<file path="src/rtl/seq_restoring_divider.sv">
// Multi-cycle unsigned restoring divider with valid/ready handshakes on both sides.
// One trial subtraction per cycle; divide-by-zero short-circuits straight to DONE.
module seq_restoring_divider #(
  parameter int WIDTH = 32
) (
  input  logic             clk,
  input  logic             rst_n,
  input  logic             in_valid,
  output logic             in_ready,
  input  logic [WIDTH-1:0] dividend,
  input  logic [WIDTH-1:0] divisor,
  output logic             out_valid,
  input  logic             out_ready,
  output logic [WIDTH-1:0] quotient,
  output logic [WIDTH-1:0] remainder,
  output logic             div_by_zero
);

  localparam int CW = (WIDTH > 2) ? $clog2(WIDTH) : 1;
  localparam logic [1:0] IDLE = 2'd0;
  localparam logic [1:0] BUSY = 2'd1;
  localparam logic [1:0] DONE = 2'd2;
  localparam logic [WIDTH:0] ONE = {{WIDTH{1'b0}}, 1'b1};

  logic [1:0]       state;
  logic [CW-1:0]    count;
  logic [WIDTH-1:0] q_reg;
  logic [WIDTH-1:0] r_reg;
  logic [WIDTH-1:0] div_reg;
  logic [WIDTH:0]   trial;
  logic [WIDTH:0]   diff;
  logic [WIDTH-1:0] next_q;
  logic [WIDTH-1:0] next_r;
  logic             last_iter;

  // The full partial remainder is shifted in, so trial stays exact even when
  // the divisor uses the top bit; R < divisor keeps diff's sign bit meaningful.
  assign trial     = {r_reg, q_reg[WIDTH-1]};
  assign diff      = trial + ~{1'b0, div_reg} + ONE;
  assign last_iter = (count == CW'(WIDTH - 1));
  assign in_ready  = (state == IDLE);
  assign out_valid = (state == DONE);

  always_comb begin
    next_q = {q_reg[WIDTH-2:0], 1'b0};
    next_r = trial[WIDTH-1:0];
    if (!diff[WIDTH]) begin
      next_q = {q_reg[WIDTH-2:0], 1'b1};
      next_r = diff[WIDTH-1:0];
    end
  end

  always_ff @(posedge clk or negedge rst_n) begin
    if (!rst_n) begin
      state       <= IDLE;
      count       <= '0;
      q_reg       <= '0;
      r_reg       <= '0;
      div_reg     <= '0;
      quotient    <= '0;
      remainder   <= '0;
      div_by_zero <= 1'b0;
    end else begin
      case (state)
        IDLE: begin
          if (in_valid) begin
            div_reg <= divisor;
            if (divisor == '0) begin
              quotient    <= '1;
              remainder   <= dividend;
              div_by_zero <= 1'b1;
              state       <= DONE;
            end else begin
              q_reg <= dividend;
              r_reg <= '0;
              count <= '0;
              state <= BUSY;
            end
          end
        end
        BUSY: begin
          q_reg <= next_q;
          r_reg <= next_r;
          count <= count + CW'(1);
          if (last_iter) begin
            quotient    <= next_q;
            remainder   <= next_r;
            div_by_zero <= 1'b0;
            state       <= DONE;
          end
        end
        DONE: begin
          if (out_ready) state <= IDLE;
        end
        default: state <= IDLE;
      endcase
    end
  end

endmodule

</file>
<file path="config.mk">
export PLATFORM = sky130hd
export DESIGN_NAME = seq_restoring_divider
export DESIGN_NICKNAME = d
export VERILOG_FILES = /design/src/rtl/seq_restoring_divider.sv
export SDC_FILE = /design/constraint.sdc
export NUM_CORES = 1
export LEC_CHECK = 0
export ABC_AREA = 0
export CORE_MARGIN = 2
export CORE_UTILIZATION = 25
export DETAILED_ROUTE_END_ITERATION = 8
export PLACE_DENSITY_LB_ADDON = 0.15
export REMOVE_ABC_BUFFERS = 1
export SLEW_MARGIN = 20
export SYNTH_ARGS = -nofsm -noshare
export SYNTH_HDL_FRONTEND = slang
export SYNTH_SLANG_ARGS = --single-unit
</file>
<file path="constraint.sdc">
create_clock -name clk -period 4.75 [get_ports clk]
set_input_delay 0.95 -clock clk [delete_from_list [all_inputs] [get_ports clk]]
set_output_delay 0.95 -clock clk [all_outputs]
set_load 0.01 [all_outputs]
</file>
==> impl_results.md <==
* Worst slew pin tran at 0.832 ns
* CORE AREA at 35400 um^2
* Setup crit end kind: flip-flop
* Max capacitance violation total at 0
* CTS tree: built
* Leading area contributor after synthesis: dfrtp_1
* Logic pwr share at 60.5%
* Fin crit share at 79.2%
* FMAX at 266 MHz
* Reg2Reg Capture Point: remainder[1]$_DFFE_PN0P_
* Placed Area at 10800 um^2
* Final Cell Area at 11500 um^2
* Most used routing layer: met2
* Htree depth at 4
* Dominant cells by area after synthesis: dfrtp_1 (47%), nand2_1 (7.9%), o21ai_0 (4.8%)
* Vias per cell at 4.82
* Die Span X at 193 um
* Minimum clock period at 3.76 ns
* Pleak at 0.00483 uW
* First-pass GRT wire length at 46000 um
* Reg2Reg Launch Point: q_reg[31]$_DFFE_PN0P_
* DR WL/cell at 18.8 um
* Final wirelength at 29400 um
* DRT iter0 DRCs at 495
* Post-Place Cells at 1528
* Clock skew at 0.0102 ns
* Switch share at 46.1%
* Cell Area, Synth at 8960 um^2
* Gr usage total at 15.8%
* CP Depth at 13
* Switching power at 4880 uW
* Hold Vio Cnt, Final at 0
* Nets at 1190
* Vias in the first global route at 7594
* Clk root buf: clkbuf_16
* Fill count at 3720
* Most common cell after layout, fill and taps aside: nand2_1
* Largest delay contributor family on the critical path: compound AO/OA/AOI/OAI gates
* GRT met3 Usage at 2.49%
* Via count at 7525
* Critical Path Start Type: flip-flop
* Tightest Hold Check Type: in -> async
* Area taken by flip-flops and latches at 4200 um^2
* Seq/Total Area, Yosys at 46.9%
* Crit-path slowest cell: a211oi_2
* Detail Placement HPWL at 21900 um
* Area delta synth->final at 28.0%
* YS warnings at 0
* Synth cell types at 65
* RSZ-0062 raised after global routing: false
* Cts hold-fix bufs at 0
* First drt pass iteration count at 5
* Crit path from: q_reg[31]$_DFFE_PN0P_
* Worst hold slack at 0.368 ns
* Crit path cell chain: inv_1 > ha_1 > fa_1 > nand2b_1 > a21oi_1 > o21ai_1 > a211oi_2 > o41ai_4 > or3_1 > buf_4 > buf_4 > a211o_1 > a21oi_2
* Syn_area_per_cell at 9.23 um^2
* R2R Setup Slk at 0.99 ns
* Setup TNS at 0 ns
* Clock Pin Slew Worst Setup and Hold Paths at 0.07 ns
* Post-CTS Resized at 0
* Worst setup path end: remainder[1]$_DFFE_PN0P_
* Outcome: complete, no violations
* Pins Over Slew Limit at 0
* Crit path DAT at 4.14 ns
* Port bufs at 134
* GRT overflow at 0
* Met1 usage at 22.9%
* Ys flop type: dfrtp_1
* Clk_lat worst skew at 0.45 ns
* Initial antenna violation count at 0
* Largest net degree at the start of global routing at 104
* Die footprint at 37400 um^2
* Drc violations at 0
* Multi-input logic area at 4380 um^2
* PwrDens at 924 nW/um^2
* Post-DRT Antenna Nets at 0
* Max incr delay on CP at 0.42 ns
* # rows at 69
* Gate Count Post-Synth at 970
* Most frequent CP cell: buf_4
* ANT cells at 0
* Crit-path max FO at 16
* Ys async rst share at 100%
* Final setup fails at 0
* Worst vdd ir at 0.348 mV
* Met2 usage at 24.6%
* Int Power at 5720 uW
* Post-synth EDFFs at 0
* Critical path buffers and inverters at 3
* Non-filler instance count after layout at 1561
* Initial Utilization at 25.3%
* Synthesis-stage register bit count at 168
* Clock share of power at 13.7%
* Post-synth top area share at 46.9%
* Die Ht at 193 um
* Clock sinks at 168
* Slew margin rel. at 44.5%
* Crit path kind: reg -> reg
* Worst reg2reg path depth at 13
* Final Util at 32.4%
* Required @ worst endpoint at 5.13 ns
* Io pins at 135
* Placer congestion estimate at 0.846
* Most frequent cells in the layout: nand2_1 (188), dfrtp_1 (168), clkdlybuf4s50_1 (133)
* Inserted Clock Buffers at 17
* Longest Clk Path Bufs at 2
* Setup repair bufs after CTS at 0
* Share of layout cells above drive strength 1 at 7.18%
* Sequential Power Share at 25.8%
## layout make-up
type,instances,share of cell area [%]
Inverter,40,1.31
Timing Repair Buffer,158,13.6
Multi-Input combinational cell,702,38.2
Tap cell,461,5.03
Sequential cell,168,36.7
Clock buffer,17,3.71
Clock inverter,15,1.56
## worst register-to-register path, cell delays in order (launching register included)
cell      delay [ns]
dfrtp_1         0.39
inv_1           0.06
ha_1            0.23
fa_1            0.40
nand2b_1        0.18
a21oi_1         0.32
o21ai_1         0.26
a211oi_2        0.42
o41ai_4         0.20
or3_1           0.36
buf_4           0.23
buf_4           0.20
a211o_1         0.32
a21oi_2         0.12
## power groups by stage
stage | clock [uW] | sequential, uW | combinational, uW
after floorplan | 0 | 2680 | 4020
after global placement | 0 | 2770 | 6410
after detailed placement | 0 | 2770 | 6440
after CTS | 1490 | 2740 | 6460
after global routing | 1550 | 2830 | 7130
final | 1450 | 2740 | 6410
## synthesized netlist by cell type (4+ instances only)
library cell / number
xnor2_1: 14
nor3_1: 7
nand2_1: 189
nor4b_1: 5
o21a_1: 6
o211ai_1: 31
buf_2: 7
ha_1: 34
clkbuf_1: 47
and3_1: 9
o22a_1: 31
o21ai_0: 86
nand2b_1: 6
a41oi_1: 4
nand3_1: 37
o21ai_1: 4
xor2_1: 10
inv_1: 40
a21oi_1: 43
a21o_1: 10
dfrtp_1: 168
and2_1: 4
or3_1: 6
nand4_1: 9
a22oi_1: 31
mux2i_1: 24
nor2_1: 32
a31oi_1: 10
nor4_1: 11
## logic make-up after synthesis
kind of cell / share of synthesized area [%]
and+or+nand+nor: 16.1
buffers and inverters: 4.51
DFF: 46.9
adders and majority gates: 4.97
xor gates and xnor gates: 2.35
muxes: 3.06
AOI/OAI and AO/OA: 22.0
## through the flow
stage / setup slack [ns] / power (uW)
6_report: 0.987 / 10600
5_1_grt: 0.780 / 11500
4_1_cts: 1.04 / 10700
3_5_place_dp: 0.712 / 9210
3_3_place_gp: 0.685 / 9190
2_1_floorplan: 0.329 / 6700
## how the worst min path moves through the flow
| stage | endpoint | slack (ns) |
|---|---|---|
| after global placement | remainder[25]$_DFFE_PN0P_ | 0.49 |
| final | div_reg[16]$_DFFE_PN0P_ | 0.37 |
| after detailed placement | remainder[16]$_DFFE_PN0P_ | 0.50 |
| after global routing | div_reg[16]$_DFFE_PN0P_ | 0.37 |
| after CTS | quotient[29]$_DFFE_PN0P_ | 0.52 |
| after floorplan | count[2]$_DFFE_PN0P_ | 0.46 |
## routing by layer
metal | vias up | routed length [um]
met5 | - | 0
met4 | 0 | 314
met3 | 19 | 955
met2 | 139 | 13300
met1 | 3651 | 14800
li1 | 3716 | -
Note: power is estimated with default switching activity, not from simulation.
